--- src/rtl/neo_irq_pkg.sv ---
// rtl/neo_irq_pkg.sv - shared constants, IACK states and priority encoder for neo_irq_ctrl
package neo_irq_pkg;

    localparam int IRQ_L1_VBL = 0;
    localparam int IRQ_L2_TMR = 1;
    localparam int IRQ_L3_RST = 2;

    localparam int ACK_L3 = 0;
    localparam int ACK_L2 = 1;
    localparam int ACK_L1 = 2;

    typedef enum logic [1:0] {
        IDLE = 2'd0,
        WAIT = 2'd1,
        VPA  = 2'd2,
        DONE = 2'd3
    } iack_state_t;

    // Active-low 68k priority for the highest pending flag; no flag -> 3'b111.
    function automatic logic [2:0] irq_nipl(input logic [2:0] pend);
        if (pend[IRQ_L3_RST])      return 3'b100;
        else if (pend[IRQ_L2_TMR]) return 3'b101;
        else if (pend[IRQ_L1_VBL]) return 3'b110;
        else                       return 3'b111;
    endfunction

endpackage

--- src/rtl/neo_irq_ctrl_if.sv ---
// rtl/neo_irq_ctrl_if.sv - 68k bus signals seen by the interrupt responder
interface neo_irq_ctrl_if;

    logic       WR_IRQ_ACK;
    logic [2:0] M68K_DATA;
    logic [2:0] M68K_FC;
    logic [2:0] M68K_ADDR;
    logic       nAS;
    logic [2:0] nIPL;
    logic       nVPA;

    modport master (
        output WR_IRQ_ACK, M68K_DATA, M68K_FC, M68K_ADDR, nAS,
        input  nIPL, nVPA
    );

    modport slave (
        input  WR_IRQ_ACK, M68K_DATA, M68K_FC, M68K_ADDR, nAS,
        output nIPL, nVPA
    );

endinterface

--- src/rtl/neo_irq_pend.sv ---
// rtl/neo_irq_pend.sv - enable-qualified rising-edge detector feeding a set-priority pending flag
module neo_irq_pend (
    input  logic clk_i,
    input  logic rst_n_i,
    input  logic en_i,
    input  logic src_i,
    input  logic clr_i,
    output logic pend_o
);

    logic src_dly_q;
    logic pend_q;
    logic pend_d;
    logic rise;

    assign rise = en_i & src_i & ~src_dly_q;

    always_comb begin
        pend_d = pend_q;
        if (rise)
            pend_d = 1'b1;
        else if (clr_i)
            pend_d = 1'b0;
    end

    always_ff @(posedge clk_i or negedge rst_n_i) begin
        if (!rst_n_i) begin
            src_dly_q <= 1'b0;
            pend_q    <= 1'b0;
        end else begin
            if (en_i)
                src_dly_q <= src_i;
            pend_q <= pend_d;
        end
    end

    assign pend_o = pend_q;

endmodule

--- src/rtl/neo_irq_ctrl.sv ---
// rtl/neo_irq_ctrl.sv - LSPC interrupt latching, 68k nIPL encoding and autovector IACK responder
module neo_irq_ctrl
    import neo_irq_pkg::*;
#(
    parameter bit          BOOT_IRQ  = 1'b1,
    parameter int unsigned VPA_DELAY = 2
) (
    input  logic           CLK,
    input  logic           nRESETP,
    input  logic           LSPC_EN_6M_N,
    input  logic           TIMER_IRQ,
    input  logic           VBLANK_IRQ,
    output logic [2:0]     IRQ_PEND,
    neo_irq_ctrl_if.slave  m68k
);

    localparam logic [2:0] CNT_INIT = 3'(VPA_DELAY - 1);
    localparam logic [2:0] NIPL_RST = irq_nipl({BOOT_IRQ, 2'b00});

    logic [2:0]  pend;
    logic        ack_l1, ack_l2, ack_l3;
    logic        l3_q, l3_d;
    iack_state_t state_q, state_d;
    logic [2:0]  cnt_q, cnt_d;
    logic        nvpa_q, nvpa_d;
    logic [2:0]  nipl_q, nipl_d;
    logic        iack_req;
    logic        unused_addr;

    assign ack_l1 = m68k.WR_IRQ_ACK & m68k.M68K_DATA[ACK_L1];
    assign ack_l2 = m68k.WR_IRQ_ACK & m68k.M68K_DATA[ACK_L2];
    assign ack_l3 = m68k.WR_IRQ_ACK & m68k.M68K_DATA[ACK_L3];

    neo_irq_pend u_pend_l1 (
        .clk_i   (CLK),
        .rst_n_i (nRESETP),
        .en_i    (LSPC_EN_6M_N),
        .src_i   (VBLANK_IRQ),
        .clr_i   (ack_l1),
        .pend_o  (pend[IRQ_L1_VBL])
    );

    neo_irq_pend u_pend_l2 (
        .clk_i   (CLK),
        .rst_n_i (nRESETP),
        .en_i    (LSPC_EN_6M_N),
        .src_i   (TIMER_IRQ),
        .clr_i   (ack_l2),
        .pend_o  (pend[IRQ_L2_TMR])
    );

    // Cold-boot flag has no source: reset loads it, software ack is the only way out.
    assign l3_d = ack_l3 ? 1'b0 : l3_q;
    assign pend[IRQ_L3_RST] = l3_q;

    // Every IACK is autovectored; the level on A[3:1] is not needed.
    assign iack_req    = ~m68k.nAS & (m68k.M68K_FC == 3'b111);
    assign unused_addr = ^m68k.M68K_ADDR;

    always_comb begin
        state_d = state_q;
        cnt_d   = cnt_q;
        case (state_q)
            IDLE: if (iack_req) begin
                state_d = WAIT;
                cnt_d   = CNT_INIT;
            end
            WAIT: begin
                if (m68k.nAS)
                    state_d = IDLE;
                else if (cnt_q == 3'd0)
                    state_d = VPA;
                else
                    cnt_d = cnt_q - 3'd1;
            end
            VPA:  if (m68k.nAS) state_d = DONE;
            DONE: state_d = IDLE;
            default: state_d = IDLE;
        endcase
        nvpa_d = (state_d != VPA);
        // Priority is frozen for the whole acknowledge so the CPU sees a stable level.
        nipl_d = (state_q == IDLE) ? irq_nipl(pend) : nipl_q;
    end

    always_ff @(posedge CLK or negedge nRESETP) begin
        if (!nRESETP) begin
            l3_q    <= BOOT_IRQ;
            state_q <= IDLE;
            cnt_q   <= 3'd0;
            nvpa_q  <= 1'b1;
            nipl_q  <= NIPL_RST;
        end else begin
            l3_q    <= l3_d;
            state_q <= state_d;
            cnt_q   <= cnt_d;
            nvpa_q  <= nvpa_d;
            nipl_q  <= nipl_d;
        end
    end

    assign m68k.nVPA = nvpa_q;
    assign m68k.nIPL = nipl_q;
    assign IRQ_PEND  = pend;

endmodule

--- src/flat_wrapper.sv ---
// flat-port wrapper written by rule: the top's interface ports become plain ports
module neo_irq_ctrl_flat import neo_irq_pkg::*;
#(
    parameter bit          BOOT_IRQ  = 1'b1,
    parameter int unsigned VPA_DELAY = 2
)
  (CLK, nRESETP, LSPC_EN_6M_N, TIMER_IRQ, VBLANK_IRQ, IRQ_PEND, m68k_WR_IRQ_ACK, m68k_M68K_DATA, m68k_M68K_FC, m68k_M68K_ADDR, m68k_nAS, m68k_nIPL, m68k_nVPA);
  neo_irq_ctrl_if m68k_i ();
  input  logic CLK;
  input  logic nRESETP;
  input  logic LSPC_EN_6M_N;
  input  logic TIMER_IRQ;
  input  logic VBLANK_IRQ;
  output logic [2:0] IRQ_PEND;
  input wire logic [$bits(m68k_i.WR_IRQ_ACK)-1:0] m68k_WR_IRQ_ACK;
  input wire logic [$bits(m68k_i.M68K_DATA)-1:0] m68k_M68K_DATA;
  input wire logic [$bits(m68k_i.M68K_FC)-1:0] m68k_M68K_FC;
  input wire logic [$bits(m68k_i.M68K_ADDR)-1:0] m68k_M68K_ADDR;
  input wire logic [$bits(m68k_i.nAS)-1:0] m68k_nAS;
  output wire logic [$bits(m68k_i.nIPL)-1:0] m68k_nIPL;
  output wire logic [$bits(m68k_i.nVPA)-1:0] m68k_nVPA;
  assign m68k_i.WR_IRQ_ACK = m68k_WR_IRQ_ACK;
  assign m68k_i.M68K_DATA = m68k_M68K_DATA;
  assign m68k_i.M68K_FC = m68k_M68K_FC;
  assign m68k_i.M68K_ADDR = m68k_M68K_ADDR;
  assign m68k_i.nAS = m68k_nAS;
  assign m68k_nIPL = m68k_i.nIPL;
  assign m68k_nVPA = m68k_i.nVPA;
  neo_irq_ctrl #(.BOOT_IRQ(BOOT_IRQ), .VPA_DELAY(VPA_DELAY)) u_core (.CLK(CLK), .nRESETP(nRESETP), .LSPC_EN_6M_N(LSPC_EN_6M_N), .TIMER_IRQ(TIMER_IRQ), .VBLANK_IRQ(VBLANK_IRQ), .IRQ_PEND(IRQ_PEND), .m68k(m68k_i));
endmodule
--- config.mk ---
export PLATFORM = sky130hd
export DESIGN_NAME = neo_irq_ctrl_flat
export DESIGN_NICKNAME = d
export VERILOG_FILES = /design/src/rtl/neo_irq_pkg.sv /design/src/rtl/neo_irq_ctrl_if.sv /design/src/rtl/neo_irq_pend.sv /design/src/rtl/neo_irq_ctrl.sv /design/src/flat_wrapper.sv
export SDC_FILE = /design/constraint.sdc
export NUM_CORES = 1
export LEC_CHECK = 0
export BUFFER_PORTS_ARGS = -buffer_cell sky130_fd_sc_hd__buf_2
export CAP_MARGIN = 20
export CORE_AREA = 2 2 39 41
export DETAILED_ROUTE_END_ITERATION = 7
export DIE_AREA = 0 0 41 43
export GPL_ROUTABILITY_DRIVEN = 0
export GPL_TIMING_DRIVEN = 0
export PLACE_DENSITY = 0.79
export SLEW_MARGIN = 25
export SYNTH_ARGS = -nofsm -noshare
export SYNTH_HDL_FRONTEND = slang
export SYNTH_SLANG_ARGS = --single-unit
--- constraint.sdc ---
create_clock -name CLK -period 5.29 [get_ports CLK]
set_clock_uncertainty 0.2 [all_clocks]
set_input_delay 0.529 -clock CLK [delete_from_list [all_inputs] [get_ports CLK]]
set_output_delay 0.529 -clock CLK [all_outputs]
set_load 0.05 [all_outputs]
==> Word-level counts from Yosys, hierarchy flattened <==
Cells that the tools add are included.
{ "word_totals": {"reg_bits": 14, "input_bits": 16, "out_inout_bits": 7, "word_cells": 51} }
{ "classes": {"add_sub_neg": 1, "eq_ne": 8, "mux": 16, "bitwise": 11, "reduce_logical": 6} }
{ "op_table": {"columns": ["cell", "count"], "rows": [
  ["$mux 3", 5],
  ["$and 1x1->1", 8],
  ["$mux 2", 4],
  ["$pmux 2 s4", 1],
  ["$ne 2x2->1 const B", 3],
  ["$pmux 3 s2", 1],
  ["$reduce_bool 2->1", 3],
  ["$mux 1", 5],
  ["$eq 2x2->1 const B", 2],
  ["$reduce_and 4->1", 1],
  ["$eq 3x3->1 const B", 1],
  ["$logic_not 3->1", 1],
  ["$not 1->1", 3],
  ["$sub 3x1->3 const B", 1],
  ["$eq 2x1->1 const B", 1],
  ["$logic_not 2->1", 1],
  ["$ne 2x1->1 const B", 1]
]} }

==> Longest topological paths before layout <==
Gate-level depths: netlist of run 1.
{ "depth": {"word_depth": 5, "mapped_depth": 7, "depth_no_buf": 6} }

==> Hierarchy <==
Synthesis of run 1 repeated with hierarchy kept, for this count alone.
{ "unflattened": {"hier_cells": 60, "area_unflattened_um2": 644.4} }
{ "modules_own_cells": {"columns": ["module", "instances", "cells_per_inst", "area_each_um2"], "rows": [
  ["neo_irq_ctrl", 1, 46, 486.7],
  ["neo_irq_pend", 2, 7, 78.8]
]} }

==> Worst setup path after synthesis of run 1 <==
No wires, ideal clock.
{ "synth_path": {"kind": "register -> register", "start": "register u_core.cnt_q[0]", "end": "register u_core.cnt_q[0]", "t_arrival_ns": 1.575, "path_slack_ns": 3.442, "path_stages_with_launch": 8, "period_less_slack_ns": 1.848, "cell_sequence": "dfrtp_1 inv_1 ha_1 ha_1 or4b_1 buf_2 and2_4 a21oi_2"} }
{ "synth_via": {"elab_chain_len": 4, "elab_cells_between_ends": 7, "classes_between": "add/sub (1); eq/ne (1); mux (3); reduce/logical (2)"} }
{ "synth_rtl": {"columns": ["item", "line_no", "source"], "rows": [
  ["start: declaration", "neo_irq_ctrl.sv:24", "logic [2:0] cnt_q, cnt_d;"],
  ["start signal: assignment", "neo_irq_ctrl.sv:95", "cnt_q <= cnt_d;"],
  ["$sub 3x1->3", "neo_irq_ctrl.sv:74", "cnt_d = cnt_q - 3'd1;"],
  ["$mux 3", "neo_irq_ctrl.sv:71", "else if (cnt_q == 3'd0)"],
  ["$mux 3", "neo_irq_ctrl.sv:69", "if (m68k.nAS)"],
  ["$pmux 3 s2", "neo_irq_ctrl.sv:63", "case (state_q)"]
]} }
Several ways; a longest one is shown, not always the timed one. The select of a mux whose other input is x is not followed.
A chain may end at the register's enable or synchronous reset.

==> Worst setup path after layout of run 1 <==
Same ends and word-level chain as after synthesis.

==> reports/results.ini, run 1 <==
[status]
status=finished clean

[power_and_ir_drop]
clkPwrFrac_pct=16.5
cellLeakagePower_nw=0.3790
p_int_mw=0.2166
irDropWorstVdd_uv=191.2
pwr-share-comb_pct=41.8
swShare_pct=39.86
total_power_mw=0.3602
p_sw_mw=0.1436
pwr-share-seq_pct=41.7
power.density_nw_per_um2=477.4

[global_route]
gr-usage-all-layers_pct=14.72
antenna_found_initial=0
grt_pass1_vias=434
grt_pass1_wl_um=1662
gr-total-overflow=0
grt_max_degree=14

[drt]
drt_wl_total_um=982
dr.pass1.iters=2
drc=0
ant_nets=0
vias=488
via_per_inst=4.880
drt-initial-drc-count=2
wl_per_cell_um=9.820

[critical_path]
required_ps=5290
max_stage_delay_ps=450
crit_fanout=7
cpLargestDelayFamily=simple AND/OR/NAND/NOR gates
r2r_end=u_core.cnt_q[0]
end_kind=flip-flop
worstSetupStartpointType=flip-flop
worstReg2RegStart=u_core.cnt_q[0]
crit_path_cell_trace=inv_1, ha_1, ha_1, or4b_1, buf_2, and2_4, a21oi_2
crit_buf_inv=2
path_class=reg -> reg
critPathArrivalTime_ps=1930
worst-path-stages=7
crit_start=u_core.cnt_q[0]
slowest_stage=or4b_1
reg2regPathDepth=7
reg2reg_slack_ps=3360
cpMostUsedCell=ha_1

[timing]
post-route-min-period_ps=1926
fin_ws_ps=3364
fin_crit_sh_pct=36.40
final.setup.tns_ps=0
slew_viol_final=0
setup_viol=0
finalHoldViolations=0
max_freq_mhz=519.3
fin_hold_ws_ps=210.4
rsz0062_at_grt=false

[cts]
clk_latency_ps=270
cts_sinks=13
h-tree-depth=1
clk_pin_slew_ps=80
cts_resized=0
cts_buffer_depth=2
postCtsSetupBuffers=0
root_buffer=clkbuf_4
tritoncts=yes
cts_buffers=3

[placement]
port-buffer-count=18
dp_hpwl_um=764.9
pre_cts_ws_ps=3374

[final_layout]
drive_gt1_share_pct=36.90
fill_cells=128
postLayoutCoreUtil_pct=54.52
nets=103
seq_area_um2=327.8
area_growth_pct=24.07
multi_input_area_um2=217.7
diodes=0

[die]
core_um2=1384
rows=14
io_pins=23
die_area_um2=1763
die_x_um=41
dieHeight_um=43
start_util_pct=43.94

[synthesis]
ys_ff_latch=13
ys_types=24
ys_seq_area_share_pct=53.91
synth_cells=61
synth_nets=79
avgSynthCellArea_um2=9.969
yosysWarnings=0
netlist_area_um2=608.1

[hold_path]
hold_path_class=in -> reg
holdPathStages=2
whs_endpoint=u_core.l3_q
hp-start=m68k_M68K_DATA[0]

[job]
drv_cap=0

per-layer routing:
layer  global-route usage, %  up-vias  part of all wire (%)
met5                       0        -                     0
met4                   10.00        0                   1.9
met3                   6.283        2                   5.0
met2                   21.88       13                    50
met1                   16.04      223                    43
li1                        -      250                     -
power by group through the flow:
stage	registers (mW)	clock network, mW	logic (mW)
after floorplan	0.183	0	0.0855
after global placement	0.150	0	0.146
after detailed placement	0.152	0	0.152
after CTS	0.150	0.0623	0.152
after global routing	0.155	0.0663	0.169
final	0.150	0.0594	0.151
area by class of cell:
class	instances	share of cell area [%]
timing repair buffer	19	13.27
buffer	6	5.307
clock buffer	4	3.483
tap	16	2.653
inverter	6	2.985
multi-input combinational	36	28.86
sequential	13	43.45
state kept, by name, indices dropped and copies added, names as in the netlist:
name                        cells
u_core.cnt_q                    3
u_core.u_pend_l1.src_dly_q      1
u_core.u_pend_l2.src_dly_q      1
u_core.u_pend_l2.pend_o         1
u_core.m68k.nVPA                1
u_core.l3_q                     1
u_core.m68k.nIPL                2
u_core.u_pend_l1.pend_o         1
u_core.state_q                  2
logic make-up (layout without fill, tap and decap cells):
family / count (synthesis) / after routing / synth area share, %
AND/OR/NAND/NOR: 19 / 19 / 16.46
adder cells (fa/ha/maj): 2 / 2 / 4.115
buffers and inverters: 12 / 35 / 10.29
flip-flops: 13 / 13 / 53.91
other: 1 / 1 / 0.6167
AO/OA/AOI/OAI: 14 / 14 / 14.61
placed cells by master, fill, tap and decap left out, drive strengths merged:
cell / count
nor2b: 1
or4b: 1
a21oi: 1
o211ai: 1
and2: 1
ha: 2
o22ai: 2
dfrtp: 11
clkbuf: 4
a21boi: 1
or3: 1
o41ai: 2
dfstp: 2
nand3b: 1
nand2: 10
buf: 24
conb: 1
nand2b: 1
nor3: 1
inv: 6
dlygate4sd3: 1
nor2: 1
o21ai: 7
nand4b: 1
cells in the mapped netlist:
cell type	count	area, µm²
conb_1	1	3.750
o41ai_1	2	17.52
ha_1	2	25.02
nor2_1	1	3.750
nand2_1	10	37.54
nor3_1	1	5.000
nor2b_1	1	6.260
buf_4	4	30.03
buf_2	2	10.01
or3_1	1	6.260
nand2b_1	1	6.260
and2_4	1	8.760
nand3b_1	1	7.510
inv_1	6	22.52
a21boi_0	1	7.510
o21ai_0	5	25.02
dfstp_2	2	52.55
a21oi_2	1	8.760
nand4b_1	1	8.760
o211ai_1	1	7.510
o21ai_1	2	10.01
o22ai_1	2	12.51
or4b_1	1	10.01
dfrtp_1	11	275.3
metrics by stage:
| stage | cell area, µm² | cells |
|---|---|---|
| 2_1_floorplan | 608.1 | 61 |
| 3_3_place_gp | 718.2 | 95 |
| 3_5_place_dp | 718.2 | 95 |
| 4_1_cts | 754.5 | 100 |
| 5_1_grt | 754.5 | 100 |
| 6_report | 754.5 | 100 |
what timing repair did:
action / 4_1_cts / 5_1_grt
hold buffers: 1 / 0
endpoints found under the hold margin: 11 / 0
endpoints found under the setup margin: 0 / 0
worst max-delay path by stage:
stage / endpoint / slack (ps)
floorplan: u_core.cnt_q[0] / 3440
global route: u_core.cnt_q[0] / 3260
global placement: u_core.cnt_q[0] / 3390
CTS: u_core.cnt_q[0] / 3360
finish: u_core.cnt_q[0] / 3360
detailed placement: u_core.cnt_q[0] / 3370
No activity file was read; power rests on OpenSTA's default activity.
==> inputs of run 2 (changes only) <==
--- a/config.mk
+++ b/config.mk
@@ -7,12 +7,12 @@
 export LEC_CHECK = 0
 export BUFFER_PORTS_ARGS = -buffer_cell sky130_fd_sc_hd__buf_2
 export CAP_MARGIN = 20
-export CORE_AREA = 2 2 39 41
+export CORE_MARGIN = 2
+export CORE_UTILIZATION = 45
 export DETAILED_ROUTE_END_ITERATION = 7
-export DIE_AREA = 0 0 41 43
 export GPL_ROUTABILITY_DRIVEN = 0
 export GPL_TIMING_DRIVEN = 0
-export PLACE_DENSITY = 0.79
+export PLACE_DENSITY = 0.78
 export SLEW_MARGIN = 25
 export SYNTH_ARGS = -nofsm -noshare
 export SYNTH_HDL_FRONTEND = slang
==> constraint.sdc (replaced) <==
create_clock -name CLK -period 1.9 [get_ports CLK]
set_clock_uncertainty 0.2 [all_clocks]
set_input_delay 0.19 -clock CLK [delete_from_list [all_inputs] [get_ports CLK]]
set_output_delay 0.19 -clock CLK [all_outputs]
set_load 0.05 [all_outputs]
==> run 2 against run 1 <==
Compared with the run above:
- wire length grew 37%
- total power grew to 3.0 times the previous value
- cell count grew 6.0%
- largest cell class unchanged
- largest power group unchanged
==> reports/results.ini, run 2 (synthesis gave the netlist of run 1 again) <==
[status]
status=finished clean

[global_route]
grt_pass1_vias=504  ; +16%
gr-total-overflow=0  ; unchanged
grt_max_degree=14  ; unchanged
grt_pass1_wl_um=2242  ; +35%
gr-usage-all-layers_pct=21.52  ; +6.8 points
antenna_found_initial=0  ; unchanged

[critical_path]
cpMostUsedCell=ha_4
end_kind=flip-flop
critPathArrivalTime_ps=1810  ; -120 ps
crit_fanout=7  ; unchanged
slowest_stage=or4b_4
required_ps=1910  ; -3380 ps
max_stage_delay_ps=530  ; +80 ps
crit_buf_inv=1  ; -1
worstSetupStartpointType=flip-flop
cpLargestDelayFamily=simple AND/OR/NAND/NOR gates
path_class=reg -> reg
crit_path_cell_trace=inv_2, ha_4, ha_4, or4b_4, and2_4, a21oi_2

[timing]
finalHoldViolations=0  ; unchanged
slew_viol_final=0  ; unchanged
rsz0062_at_grt=false
post-route-min-period_ps=1809  ; -116.6 ps
final.setup.tns_ps=0  ; unchanged
max_freq_mhz=552.8  ; +6.4%
fin_crit_sh_pct=95.21  ; +59 points
setup_viol=0  ; unchanged

[drt]
via_per_inst=4.849  ; -0.63%
dr.pass1.iters=2  ; unchanged
ant_nets=0  ; unchanged
vias=514  ; +5.3%
drt_wl_total_um=1350  ; +37%
drt-initial-drc-count=10  ; +8
drc=0  ; unchanged
wl_per_cell_um=12.74  ; +30%

[placement]
port-buffer-count=18  ; unchanged
dp_hpwl_um=852.6  ; +11%
post_dp_cell_area_um2=716.9  ; -0.17%

[die]
dieHeight_um=40.76  ; -5.2%
start_util_pct=47.32  ; +3.4 points
core_um2=1285  ; -7.1%
die_x_um=40.76  ; -0.59%
die_area_um2=1661  ; -5.8%
rows=13  ; -1
io_pins=23  ; unchanged

[cts]
cts_sinks=13  ; unchanged
postCtsSetupBuffers=0  ; unchanged
root_buffer=clkbuf_4
clk_latency_ps=270  ; about the same
cts_buffer_depth=2  ; unchanged
cts_buffers=3  ; unchanged
clk_pin_slew_ps=80  ; about the same
h-tree-depth=1  ; unchanged
tritoncts=yes

[final_layout]
drive_gt1_share_pct=38.46  ; +1.6 points
nets=110  ; +6.8%
largest_reg_flops=3  ; unchanged
regMostFlops=u_core.cnt_q
fill_cells=102  ; -20%
multi_input_area_um2=246.5  ; +13%
layout_common_cells=19 x buf_2, 11 x dfrtp_1, 10 x nand2_1
seq_area_um2=327.8  ; unchanged
layout_commonest_cell=buf_2
diodes=0  ; unchanged
fin_area_um2=857.1  ; +14%
area_growth_pct=40.95

[hold_path]
hold_path_class=in -> reg

[power_and_ir_drop]
power.density_nw_per_um2=1268  ; +170%
cellLeakagePower_nw=0.4113  ; +8.5%
irDropWorstVdd_uv=634.8  ; +230%
total_power_mw=1.087  ; +200%

[job]
drv_cap=0  ; unchanged

==> run 2: changes by cell type in the layout (fill, tap and decap cells not counted) <==
cell / delta
or4b_4: +1
ha_4: +2
ha_1: -2
dlygate4sd3_1: +8
inv_2: +2
inv_1: -2
or4b_1: -1
buf_2: -1
==> run 2: area by class of cell <==
class	instances	area share [%]
clock buffers	4	3.066
plain buffers	5	4.088
flip-flops and latches	13	38.25
multi-input cells	36	28.76
well taps	15	2.190
inverters	6	2.628
repair buffers	27	21.02
==> run 2: path summary, 6_finish.rpt <==
check / end / depth (start not counted) / start / slack [ps]
worst max-delay path: u_core.cnt_q[0] / 6 / u_core.cnt_q[1] / 90
worst min register to register: u_core.u_pend_l1.pend_o / 1 / u_core.u_pend_l1.src_dly_q / 280
max in group asynchronous: u_core.l3_q / 2 / nRESETP / 1090
min in group asynchronous: u_core.cnt_q[0] / 2 / nRESETP / 130
worst min-delay path: u_core.u_pend_l1.pend_o / 4 / m68k_M68K_DATA[2] / 5
worst max register to register: u_core.cnt_q[0] / 6 / u_core.cnt_q[1] / 90
==> run 2: worst register-to-register path, stage by stage, from the launching register on <==
cell     delay [ps]
dfrtp_1         360
inv_2            50
ha_4            160
ha_4            150
or4b_4          530
and2_4          190
a21oi_2         110
==> run 2: metal layers <==
metal | track usage (%) | vias up | share of wire [%]
met1 | 28.72 | 241 | 46
met2 | 34.13 | 8 | 52
met4 | 7.500 | 0 | 0.37
met5 | 0 | - | 0
met3 | 4.891 | 2 | 2.1
li1 | - | 263 | -
==> run 2: metrics by stage <==
step	hold slack, ps	utilization [%]	setup slack (ps)	cells
2_1_floorplan	-305.6	-	51.79	61
3_3_place_gp	-113.3	55.79	4.792	94
3_5_place_dp	-110.3	55.79	-23.80	94
4_1_cts	14.68	67.28	3.427	107
5_1_grt	18.66	66.70	25.80	106
6_report	5.190	66.70	91.08	106
==> run 2: report_power, final <==
| part | switching (mW) | internal, mW | total, mW |
|---|---|---|---|
| combinational | 0.295 | 0.201 | 0.496 |
| sequential | 0.0593 | 0.365 | 0.425 |
| clock | 0.0851 | 0.0812 | 0.166 |
==> run 2: timing repair <==
| action | in CTS | in global routing |
|---|---|---|
| resized for setup | 8 | 1 |
| pin swaps | 1 | 1 |
| endpoints found under the setup margin | 1 | 3 |
| hold buffers | 9 | 0 |
| endpoints found under the hold margin | 19 | 0 |
